$ cat config.mk
export PLATFORM = sky130hd
export DESIGN_NAME = axi_dm_copy_ctrl_flat
export DESIGN_NICKNAME = d
export VERILOG_FILES = /design/src/rtl/axi_dm_pkg.sv /design/src/rtl/axi_dm_copy_ctrl_if.sv /design/src/rtl/axi_dm_sts_tracker.sv /design/src/rtl/axi_dm_copy_ctrl.sv /design/src/flat_wrapper.sv
export SDC_FILE = /design/constraint.sdc
export NUM_CORES = 1
export LEC_CHECK = 0
export BUFFER_PORTS_ARGS = -buffer_cell sky130_fd_sc_hd__buf_4
export CAP_MARGIN = 15
export CELL_PAD_IN_SITES_DETAIL_PLACEMENT = 0
export CELL_PAD_IN_SITES_GLOBAL_PLACEMENT = 1
export CORE_MARGIN = 2
export CORE_UTILIZATION = 33
export DETAILED_ROUTE_END_ITERATION = 8
export PLACE_DENSITY_LB_ADDON = 0.1
export SLEW_MARGIN = 25
export SYNTH_ARGS = -nofsm -noshare
export SYNTH_HDL_FRONTEND = slang
export SYNTH_SLANG_ARGS = --single-unit
$ cat constraint.sdc
create_clock -name m_axi_aclk -period 2.7 [get_ports m_axi_aclk]
set_clock_uncertainty 0.15 [all_clocks]
set_input_delay 0.54 -clock m_axi_aclk [delete_from_list [all_inputs] [get_ports m_axi_aclk]]
set_output_delay 0.54 -clock m_axi_aclk [all_outputs]
set_load 0.03 [all_outputs]
$ cat src/rtl/axi_dm_pkg.sv
// Shared types and helpers for the DataMover copy controller.
// Command/status layouts and FSM states live here.
package axi_dm_pkg;

    localparam int CMD_W = 72;

    localparam int STS_OKAY    = 7;
    localparam int STS_SLVERR  = 6;
    localparam int STS_DECERR  = 5;
    localparam int STS_INTERR  = 4;
    localparam int STS_TAG_MSB = 3;

    typedef struct packed {
        logic [3:0]  rsvd;
        logic [3:0]  tag;
        logic [31:0] addr;
        logic        drr;
        logic        eof;
        logic [5:0]  dsa;
        logic        incr;
        logic [22:0] btt;
    } dm_cmd_t;

    typedef enum logic [1:0] {
        S_IDLE,
        S_ISSUE,
        S_DRAIN,
        S_HALT
    } ctrl_state_e;

    function automatic dm_cmd_t pack_cmd(
        input logic [22:0] btt,
        input logic [31:0] addr,
        input logic [3:0]  tag,
        input logic        eof
    );
        dm_cmd_t c;
        c      = '0;
        c.btt  = btt;
        c.incr = 1'b1;
        c.eof  = eof;
        c.addr = addr;
        c.tag  = tag;
        return c;
    endfunction

endpackage

$ cat src/rtl/axi_dm_copy_ctrl_if.sv
// Job request, completion and DataMover command/status bundle.
// master = controller side, slave = job issuer + DataMover side.
interface axi_dm_copy_ctrl_if;
    import axi_dm_pkg::*;

    logic             job_valid;
    logic             job_ready;
    logic [31:0]      job_src;
    logic [31:0]      job_dst;
    logic [31:0]      job_len;
    logic             busy;
    logic             done;
    logic             done_err;
    logic [7:0]       err_code;
    logic             halted;

    logic             m_axis_mm2s_cmd_tvalid;
    logic             m_axis_mm2s_cmd_tready;
    logic [CMD_W-1:0] m_axis_mm2s_cmd_tdata;
    logic             s_axis_mm2s_sts_tvalid;
    logic             s_axis_mm2s_sts_tready;
    logic [7:0]       s_axis_mm2s_sts_tdata;

    logic             m_axis_s2mm_cmd_tvalid;
    logic             m_axis_s2mm_cmd_tready;
    logic [CMD_W-1:0] m_axis_s2mm_cmd_tdata;
    logic             s_axis_s2mm_sts_tvalid;
    logic             s_axis_s2mm_sts_tready;
    logic [7:0]       s_axis_s2mm_sts_tdata;

    logic             mm2s_err;
    logic             s2mm_err;

    modport master (
        input  job_valid, job_src, job_dst, job_len,
        output job_ready, busy, done, done_err, err_code, halted,
        output m_axis_mm2s_cmd_tvalid, m_axis_mm2s_cmd_tdata,
        input  m_axis_mm2s_cmd_tready,
        input  s_axis_mm2s_sts_tvalid, s_axis_mm2s_sts_tdata,
        output s_axis_mm2s_sts_tready,
        output m_axis_s2mm_cmd_tvalid, m_axis_s2mm_cmd_tdata,
        input  m_axis_s2mm_cmd_tready,
        input  s_axis_s2mm_sts_tvalid, s_axis_s2mm_sts_tdata,
        output s_axis_s2mm_sts_tready,
        input  mm2s_err, s2mm_err
    );

    modport slave (
        output job_valid, job_src, job_dst, job_len,
        input  job_ready, busy, done, done_err, err_code, halted,
        input  m_axis_mm2s_cmd_tvalid, m_axis_mm2s_cmd_tdata,
        output m_axis_mm2s_cmd_tready,
        output s_axis_mm2s_sts_tvalid, s_axis_mm2s_sts_tdata,
        input  s_axis_mm2s_sts_tready,
        input  m_axis_s2mm_cmd_tvalid, m_axis_s2mm_cmd_tdata,
        output m_axis_s2mm_cmd_tready,
        output s_axis_s2mm_sts_tvalid, s_axis_s2mm_sts_tdata,
        input  s_axis_s2mm_sts_tready,
        output mm2s_err, s2mm_err
    );

endinterface

$ cat src/rtl/axi_dm_sts_tracker.sv
// Per-channel outstanding count, expected tag and status error check.
module axi_dm_sts_tracker
    import axi_dm_pkg::*;
#(
    parameter int MAX_OUTSTANDING = 4
) (
    input  logic       clk,
    input  logic       rst_n,
    input  logic       clr,
    input  logic       cmd_acc,
    input  logic       sts_acc,
    input  logic [7:0] sts_data,
    output logic       can_issue,
    output logic       empty,
    output logic       err,
    output logic [7:0] err_byte
);
    localparam logic [3:0] MAX_O = 4'(MAX_OUTSTANDING);

    logic [3:0] cnt_q;
    logic [3:0] tag_q;
    logic       stray;
    logic       dec;

    assign can_issue = (cnt_q != MAX_O);
    assign empty     = (cnt_q == 4'd0);
    // A status in the same cycle as its command accept is not stray.
    assign stray     = empty & ~cmd_acc;
    assign dec       = sts_acc & ~stray;
    assign err_byte  = sts_data;

    assign err = sts_acc & (~sts_data[STS_OKAY]
               | sts_data[STS_SLVERR]
               | sts_data[STS_DECERR]
               | sts_data[STS_INTERR]
               | (sts_data[STS_TAG_MSB:0] != tag_q)
               | stray);

    always_ff @(posedge clk or negedge rst_n) begin
        if (!rst_n) begin
            cnt_q <= '0;
            tag_q <= '0;
        end else if (clr) begin
            cnt_q <= '0;
            tag_q <= '0;
        end else begin
            if (sts_acc) begin
                tag_q <= tag_q + 4'd1;
            end
            unique case (1'b1)
                cmd_acc & ~dec: cnt_q <= cnt_q + 4'd1;
                dec & ~cmd_acc: cnt_q <= cnt_q - 4'd1;
                default: ;
            endcase
        end
    end

endmodule

$ cat src/rtl/axi_dm_copy_ctrl.sv
// Splits copy jobs into DataMover command pairs and tracks their status.
module axi_dm_copy_ctrl
    import axi_dm_pkg::*;
#(
    parameter int MAX_CHUNK       = 4096,
    parameter int MAX_OUTSTANDING = 4
) (
    input logic                m_axi_aclk,
    input logic                m_axi_aresetn,
    axi_dm_copy_ctrl_if.master bus
);
    localparam logic [31:0] CHUNK     = 32'(MAX_CHUNK);
    localparam logic [22:0] CHUNK_BTT = 23'(MAX_CHUNK);

    ctrl_state_e state_q, state_d;

    logic [31:0] src_q, dst_q, rem_q, chunk_q;
    logic        mm2s_vld_q, s2mm_vld_q;
    logic        job_err_q, zero_done_q, sts_rdy_q;
    logic [7:0]  err_code_q;

    logic        mm2s_acc, s2mm_acc, mm2s_sts, s2mm_sts;
    logic        mm2s_can, s2mm_can, mm2s_empty, s2mm_empty;
    logic        mm2s_bad, s2mm_bad;
    logic [7:0]  mm2s_byte, s2mm_byte;
    logic        last_chunk;
    logic [22:0] btt;
    logic        pair_open, pair_done;
    logic        err_now, dm_err, job_acc;
    logic        start, present, advance, drain_done;

    assign mm2s_acc = mm2s_vld_q & bus.m_axis_mm2s_cmd_tready;
    assign s2mm_acc = s2mm_vld_q & bus.m_axis_s2mm_cmd_tready;
    assign mm2s_sts = bus.s_axis_mm2s_sts_tvalid & sts_rdy_q;
    assign s2mm_sts = bus.s_axis_s2mm_sts_tvalid & sts_rdy_q;

    assign last_chunk = (rem_q <= CHUNK);
    assign btt        = last_chunk ? rem_q[22:0] : CHUNK_BTT;

    assign pair_open = mm2s_vld_q | s2mm_vld_q;
    assign pair_done = pair_open
                     & (~mm2s_vld_q | mm2s_acc)
                     & (~s2mm_vld_q | s2mm_acc);

    assign err_now = mm2s_bad | s2mm_bad;
    assign dm_err  = bus.mm2s_err | bus.s2mm_err;
    assign job_acc = bus.job_valid & (state_q == S_IDLE);

    axi_dm_sts_tracker #(.MAX_OUTSTANDING(MAX_OUTSTANDING)) u_mm2s_trk (
        .clk      (m_axi_aclk),
        .rst_n    (m_axi_aresetn),
        .clr      (start),
        .cmd_acc  (mm2s_acc),
        .sts_acc  (mm2s_sts),
        .sts_data (bus.s_axis_mm2s_sts_tdata),
        .can_issue(mm2s_can),
        .empty    (mm2s_empty),
        .err      (mm2s_bad),
        .err_byte (mm2s_byte)
    );

    axi_dm_sts_tracker #(.MAX_OUTSTANDING(MAX_OUTSTANDING)) u_s2mm_trk (
        .clk      (m_axi_aclk),
        .rst_n    (m_axi_aresetn),
        .clr      (start),
        .cmd_acc  (s2mm_acc),
        .sts_acc  (s2mm_sts),
        .sts_data (bus.s_axis_s2mm_sts_tdata),
        .can_issue(s2mm_can),
        .empty    (s2mm_empty),
        .err      (s2mm_bad),
        .err_byte (s2mm_byte)
    );

    always_comb begin
        state_d    = state_q;
        start      = 1'b0;
        present    = 1'b0;
        advance    = 1'b0;
        drain_done = 1'b0;
        unique case (state_q)
            S_IDLE: begin
                if (job_acc && bus.job_len != 32'd0) begin
                    state_d = S_ISSUE;
                    start   = 1'b1;
                end
            end
            S_ISSUE: begin
                // One idle cycle between pairs re-checks errors and credits.
                if (pair_done) begin
                    advance = 1'b1;
                end else if (!pair_open) begin
                    if (rem_q == 32'd0 || job_err_q || err_now) begin
                        state_d = S_DRAIN;
                    end else if (mm2s_can && s2mm_can) begin
                        present = 1'b1;
                    end
                end
            end
            S_DRAIN: begin
                if (mm2s_empty && s2mm_empty) begin
                    state_d    = S_IDLE;
                    drain_done = 1'b1;
                end
            end
            S_HALT: ;
            default: state_d = S_IDLE;
        endcase
        if (dm_err) begin
            state_d = S_HALT;
        end
    end

    always_ff @(posedge m_axi_aclk or negedge m_axi_aresetn) begin
        if (!m_axi_aresetn) begin
            state_q     <= S_IDLE;
            src_q       <= '0;
            dst_q       <= '0;
            rem_q       <= '0;
            chunk_q     <= '0;
            mm2s_vld_q  <= 1'b0;
            s2mm_vld_q  <= 1'b0;
            job_err_q   <= 1'b0;
            err_code_q  <= '0;
            zero_done_q <= 1'b0;
            sts_rdy_q   <= 1'b0;
        end else begin
            state_q     <= state_d;
            sts_rdy_q   <= (state_d != S_HALT);
            zero_done_q <= job_acc & (bus.job_len == 32'd0) & ~dm_err;

            if (start) begin
                src_q   <= bus.job_src;
                dst_q   <= bus.job_dst;
                rem_q   <= bus.job_len;
                chunk_q <= '0;
            end else if (advance) begin
                src_q   <= src_q + CHUNK;
                dst_q   <= dst_q + CHUNK;
                rem_q   <= rem_q - {9'd0, btt};
                chunk_q <= chunk_q + 32'd1;
            end

            if (state_d == S_HALT) begin
                mm2s_vld_q <= 1'b0;
                s2mm_vld_q <= 1'b0;
            end else if (start || present) begin
                mm2s_vld_q <= 1'b1;
                s2mm_vld_q <= 1'b1;
            end else begin
                if (mm2s_acc) mm2s_vld_q <= 1'b0;
                if (s2mm_acc) s2mm_vld_q <= 1'b0;
            end

            if (start) begin
                job_err_q  <= 1'b0;
                err_code_q <= '0;
            end else if (err_now && !job_err_q) begin
                job_err_q  <= 1'b1;
                err_code_q <= mm2s_bad ? mm2s_byte : s2mm_byte;
            end
        end
    end

    assign bus.m_axis_mm2s_cmd_tvalid = mm2s_vld_q;
    assign bus.m_axis_s2mm_cmd_tvalid = s2mm_vld_q;
    assign bus.m_axis_mm2s_cmd_tdata  = pack_cmd(btt, src_q, chunk_q[3:0], last_chunk);
    assign bus.m_axis_s2mm_cmd_tdata  = pack_cmd(btt, dst_q, chunk_q[3:0], last_chunk);
    assign bus.s_axis_mm2s_sts_tready = sts_rdy_q;
    assign bus.s_axis_s2mm_sts_tready = sts_rdy_q;

    assign bus.job_ready = (state_q == S_IDLE);
    assign bus.busy      = (state_q != S_IDLE);
    assign bus.halted    = (state_q == S_HALT);
    assign bus.done      = zero_done_q | drain_done;
    assign bus.done_err  = drain_done & job_err_q;
    assign bus.err_code  = err_code_q;

endmodule

$ cat src/flat_wrapper.sv
// flat-port wrapper written by rule: the top's interface ports become plain ports
module axi_dm_copy_ctrl_flat import axi_dm_pkg::*;
#(
    parameter int MAX_CHUNK       = 4096,
    parameter int MAX_OUTSTANDING = 4
)
  (m_axi_aclk, m_axi_aresetn, bus_job_valid, bus_job_src, bus_job_dst, bus_job_len, bus_job_ready, bus_busy, bus_done, bus_done_err, bus_err_code, bus_halted, bus_m_axis_mm2s_cmd_tvalid, bus_m_axis_mm2s_cmd_tdata, bus_m_axis_mm2s_cmd_tready, bus_s_axis_mm2s_sts_tvalid, bus_s_axis_mm2s_sts_tdata, bus_s_axis_mm2s_sts_tready, bus_m_axis_s2mm_cmd_tvalid, bus_m_axis_s2mm_cmd_tdata, bus_m_axis_s2mm_cmd_tready, bus_s_axis_s2mm_sts_tvalid, bus_s_axis_s2mm_sts_tdata, bus_s_axis_s2mm_sts_tready, bus_mm2s_err, bus_s2mm_err);
  axi_dm_copy_ctrl_if bus_i ();
  input logic m_axi_aclk;
  input logic m_axi_aresetn;
  input wire logic [$bits(bus_i.job_valid)-1:0] bus_job_valid;
  input wire logic [$bits(bus_i.job_src)-1:0] bus_job_src;
  input wire logic [$bits(bus_i.job_dst)-1:0] bus_job_dst;
  input wire logic [$bits(bus_i.job_len)-1:0] bus_job_len;
  output wire logic [$bits(bus_i.job_ready)-1:0] bus_job_ready;
  output wire logic [$bits(bus_i.busy)-1:0] bus_busy;
  output wire logic [$bits(bus_i.done)-1:0] bus_done;
  output wire logic [$bits(bus_i.done_err)-1:0] bus_done_err;
  output wire logic [$bits(bus_i.err_code)-1:0] bus_err_code;
  output wire logic [$bits(bus_i.halted)-1:0] bus_halted;
  output wire logic [$bits(bus_i.m_axis_mm2s_cmd_tvalid)-1:0] bus_m_axis_mm2s_cmd_tvalid;
  output wire logic [$bits(bus_i.m_axis_mm2s_cmd_tdata)-1:0] bus_m_axis_mm2s_cmd_tdata;
  input wire logic [$bits(bus_i.m_axis_mm2s_cmd_tready)-1:0] bus_m_axis_mm2s_cmd_tready;
  input wire logic [$bits(bus_i.s_axis_mm2s_sts_tvalid)-1:0] bus_s_axis_mm2s_sts_tvalid;
  input wire logic [$bits(bus_i.s_axis_mm2s_sts_tdata)-1:0] bus_s_axis_mm2s_sts_tdata;
  output wire logic [$bits(bus_i.s_axis_mm2s_sts_tready)-1:0] bus_s_axis_mm2s_sts_tready;
  output wire logic [$bits(bus_i.m_axis_s2mm_cmd_tvalid)-1:0] bus_m_axis_s2mm_cmd_tvalid;
  output wire logic [$bits(bus_i.m_axis_s2mm_cmd_tdata)-1:0] bus_m_axis_s2mm_cmd_tdata;
  input wire logic [$bits(bus_i.m_axis_s2mm_cmd_tready)-1:0] bus_m_axis_s2mm_cmd_tready;
  input wire logic [$bits(bus_i.s_axis_s2mm_sts_tvalid)-1:0] bus_s_axis_s2mm_sts_tvalid;
  input wire logic [$bits(bus_i.s_axis_s2mm_sts_tdata)-1:0] bus_s_axis_s2mm_sts_tdata;
  output wire logic [$bits(bus_i.s_axis_s2mm_sts_tready)-1:0] bus_s_axis_s2mm_sts_tready;
  input wire logic [$bits(bus_i.mm2s_err)-1:0] bus_mm2s_err;
  input wire logic [$bits(bus_i.s2mm_err)-1:0] bus_s2mm_err;
  assign bus_i.job_valid = bus_job_valid;
  assign bus_i.job_src = bus_job_src;
  assign bus_i.job_dst = bus_job_dst;
  assign bus_i.job_len = bus_job_len;
  assign bus_job_ready = bus_i.job_ready;
  assign bus_busy = bus_i.busy;
  assign bus_done = bus_i.done;
  assign bus_done_err = bus_i.done_err;
  assign bus_err_code = bus_i.err_code;
  assign bus_halted = bus_i.halted;
  assign bus_m_axis_mm2s_cmd_tvalid = bus_i.m_axis_mm2s_cmd_tvalid;
  assign bus_m_axis_mm2s_cmd_tdata = bus_i.m_axis_mm2s_cmd_tdata;
  assign bus_i.m_axis_mm2s_cmd_tready = bus_m_axis_mm2s_cmd_tready;
  assign bus_i.s_axis_mm2s_sts_tvalid = bus_s_axis_mm2s_sts_tvalid;
  assign bus_i.s_axis_mm2s_sts_tdata = bus_s_axis_mm2s_sts_tdata;
  assign bus_s_axis_mm2s_sts_tready = bus_i.s_axis_mm2s_sts_tready;
  assign bus_m_axis_s2mm_cmd_tvalid = bus_i.m_axis_s2mm_cmd_tvalid;
  assign bus_m_axis_s2mm_cmd_tdata = bus_i.m_axis_s2mm_cmd_tdata;
  assign bus_i.m_axis_s2mm_cmd_tready = bus_m_axis_s2mm_cmd_tready;
  assign bus_i.s_axis_s2mm_sts_tvalid = bus_s_axis_s2mm_sts_tvalid;
  assign bus_i.s_axis_s2mm_sts_tdata = bus_s_axis_s2mm_sts_tdata;
  assign bus_s_axis_s2mm_sts_tready = bus_i.s_axis_s2mm_sts_tready;
  assign bus_i.mm2s_err = bus_mm2s_err;
  assign bus_i.s2mm_err = bus_s2mm_err;
  axi_dm_copy_ctrl #(.MAX_CHUNK(MAX_CHUNK), .MAX_OUTSTANDING(MAX_OUTSTANDING)) u_core (.m_axi_aclk(m_axi_aclk), .m_axi_aresetn(m_axi_aresetn), .bus(bus_i));
endmodule
==> run_results.csv <==
group,metric,value,unit
synth,synth_top_area_share,42.5,%
synth,synth_ff_type,"dfrtp_1",
sta,fin_ws,-110,ps
hold_path,min-delay-start,"bus_job_src[9]",
layout,area_growth,47.6,%
sta,rsz0062_at_grt,"yes",
floorplanning,dieArea,24600,um2
job,maxCapViolCount,0,
drt,drt_wl_total,25.0,mm
pwr,leakagePower,5.64,nW
synth,synth_area,7710,um2
outcome,status,"finished, violations left",
clocking,root_buffer,"clkbuf_16",
pwr,internal_power,3.38,mW
critical_path,crit_type,"reg -> out",
clocking,clock-sinks,131,
drt,ant_nets,0,
clocking,htree_levels,4,
floorplanning,die_y,157,um
synth,synth_warnings,0,
critical_path,crit_path_end_kind,"output pin",
clocking,cts_tree,"built",
drt,via_count,7348,
global_routing,overflow,0,
critical_path,worst_ep_required_time,2010,ps
pwr,powerDensity,403,nW/um2
clocking,cts_inserted_buffers,17,
synth,ys_seq_elements,131,
placement,dp_slack,-57.4,ps
drt,detail_route.wl_per_cell,16.7,um
global_routing,grt_usage,20.0,%
synth,synth_area_per_cell,8.86,um2
sta,tightest_slew,712,ps
critical_path,r2r_slack,-20,ps
floorplanning,die_w,157,um
sta,setup_viol,28,
hold_path,hold_depth,3,
sta,finalMaxSlewViolations,0,
critical_path,cp-start-kind,"flip-flop",
drt,first_pass_iters,4,
synth,synth_edf_count,0,
drt,via_per_inst,4.92,
critical_path,r2r_start,"u_core.rem_q[6]",
placement,port_buffers,237,
pwr,switching_share,26.3,%
critical_path,worst-path-max-fanout,8,
layout,nFillCells,2235,
layout,drive_above_1_share,37.4,%
pwr,seq_power_share,43.0,%
layout,final_area,11400,um2
drt,drcViolationCount,0,
synth,synth-seq-area-share,42.5,%
sta,max_freq,356,MHz
critical_path,r2r-end,"u_core.rem_q[26]",
synth,yosys-top-cells-area,"dfrtp_1, nand2_1, buf_4",
synth,ys_async_sr_fraction,100,%
sta,hold_viol,0,
clocking,clock_latency,420,ps
sta,min_period,2810,ps
hold_path,hp-class,"in -> reg",
sta,post-route-period-util,104,%
floorplanning,pin_count,282,
placement,dp_hpwl,18.4,mm
outcome,failed_checks,"negative setup slack",
pwr,p_comb_share,8.7,%
global_routing,grt_max_degree,50,
pwr,ir_drop,357,uV
clocking,cts_buffer_depth,2,
pwr,p_clk_share,48.2,%
critical_path,rr_worst_depth,14,
critical_path,crit_arrival,2120,ps
global_routing,antenna_found_initial,0,
synth,yosys.area.top_type,"dfrtp_1",
floorplanning,fp-row-count,55,
floorplanning,start_util,33.9,%
sta,worst_slew_margin_rel,52.2,%
sta,whs,155,ps
layout,diodes,0,
clocking,cts.clk_slew.worst_paths,60,ps
placement,placed_area,10200,um2
global_routing,grt_pass1_wl,38.6,mm
layout,nets,1304,
synth,yosysUniqueCellTypes,65,
pwr,power,4.59,mW
drt,drt_iter0_markers,375,
global_routing,first_global_vias,7138,
pwr,p_sw,1.21,mW
placement,gp_congestion,0.873,
floorplanning,placeableCoreArea,22800,um2
synth,netlist_instances,871,
hold_path,min_to,"u_core.src_q[9]",
## how the worst max path moves through the flow
stage / start / to / slack (ps) / depth (start not counted)
3_3_place_gp: u_core.u_mm2s_trk.cnt_q[3] / u_core.u_mm2s_trk.cnt_q[3] / -30 / 10
2_1_floorplan: u_core.u_mm2s_trk.cnt_q[1] / u_core.u_mm2s_trk.cnt_q[3] / 4 / 10
3_5_place_dp: u_core.u_mm2s_trk.cnt_q[3] / u_core.u_mm2s_trk.cnt_q[3] / -60 / 10
5_1_grt: u_core.rem_q[6] / bus_m_axis_s2mm_cmd_tdata[4] / -200 / 6
4_1_cts: u_core.rem_q[1] / bus_m_axis_s2mm_cmd_tdata[4] / -60 / 6
6_report: u_core.rem_q[6] / bus_m_axis_s2mm_cmd_tdata[0] / -110 / 6
## worst max-delay path, cell delays in order, from the launching register on
cell     delay, ps
dfrtp_1        420
nor4_2         320
nand3_1        180
o21ai_2        270
buf_6          180
and3_4         200
buf_6          130
## power groups by stage
stage                     combinational (mW)  sequential, mW  clock (mW)
final                                  0.402            1.97        2.21
after global routing                   0.433            1.97        2.35
after CTS                              0.387            1.97        2.26
after detailed placement               0.371            2.01           0
after global placement                 0.372            2.01           0
after floorplan                        0.185            2.01           0
## cells by family after synthesis
group | Yosys count | synth area share, %
compound gates | 164 | 14.8
xor+xnor | 46 | 5.22
fa+ha+maj | 14 | 2.47
buf+inv | 115 | 9.03
flops | 131 | 42.5
mux | 14 | 1.83
other cells | 2 | 0.0974
simple gates | 385 | 24.1
## synthesized netlist by cell type (3+ instances only)
master / n
xnor2_1: 15
or4_1: 3
or3_1: 12
nand3_1: 27
o311ai_0: 5
o31ai_1: 6
nand2_1: 177
ha_1: 12
a21boi_0: 4
nand4_1: 16
mux2i_1: 13
nor2_1: 48
a21oi_1: 23
o21a_1: 3
a221o_1: 22
buf_2: 5
clkbuf_1: 30
a21o_1: 6
nor3b_1: 3
nor3_1: 22
inv_1: 10
nor4b_1: 3
and2_1: 3
a31oi_1: 4
o21ai_0: 54
o21ai_2: 3
and4_1: 4
xor2_1: 31
nor4_1: 22
nor4_2: 5
nand2b_1: 7
dfrtp_1: 131
o211ai_1: 12
and3_1: 24
buf_4: 65
## metrics by stage
step / util [%] / TNS [ps] / instances
floorplan: - / 0 / 914
global placement: 44.8 / -29.6 / 1437
detailed placement: 44.8 / -57.4 / 1437
CTS: 48.7 / -1350 / 1483
global route: 50.0 / -5500 / 1495
finish: 50.0 / -2520 / 1495
## flip-flops by register name (all words and copies together), names as in the netlist, 2 cells and up
signal	flops
u_core.state_q	2
u_core.dst_q	32
u_core.src_q	32
u_core.u_s2mm_trk.cnt_q	4
u_core.rem_q	32
u_core.u_s2mm_trk.tag_q	4
u_core.bus.err_code	8
u_core.u_mm2s_trk.cnt_q	4
u_core.chunk_q	4
u_core.u_mm2s_trk.tag_q	4
## area by class of cell
type,count,area [um2],area share [%]
flip-flops and latches,131,3280,28.8
well taps,313,392,3.44
multi-input cells,668,4250,37.3
inverters,11,51.3,0.451
repair buffers,340,2850,25.1
clock buffers,20,457,4.01
clock inverters,12,98.8,0.868
## per-layer routing
metal / up-vias / wire length [um] / GRT usage (%)
met5: - / 0 / 0
met4: 0 / 125 / 3.63
met3: 10 / 1210 / 3.74
met2: 182 / 12100 / 32.2
met1: 3569 / 11600 / 28.3
li1: 3587 / - / -
## cell usage in the layout (no fill, tap or decap), drive strengths merged, types with 4 or more instances in the layout
cell type,count
and4,4
xor2,31
nand3,27
mux2i,13
o311ai,5
ha,12
nor2,48
o211ai,12
and2,4
clkbuf,20
conb,45
nand4,16
clkinvlp,7
a31oi,4
o31ai,6
or3,12
a21boi,5
nor4,27
nor3,22
nand2b,7
a21o,6
dfrtp,131
inv,14
buf,339
a221o,22
o21ai,59
and3,24
a21oi,24
xnor2,15
nand2,177
or4,5
## repair_timing
action                                 4_1_cts  5_1_grt
endpoints found under the hold margin       42        0
hold buffers                                 1        0
setup endpoints to repair                   32       40
pin swaps                                   16       30
buffers inserted                            11       13
gates cloned                                 2        0
gates resized for setup                     50       38
Power figures use the tool's default switching activity.
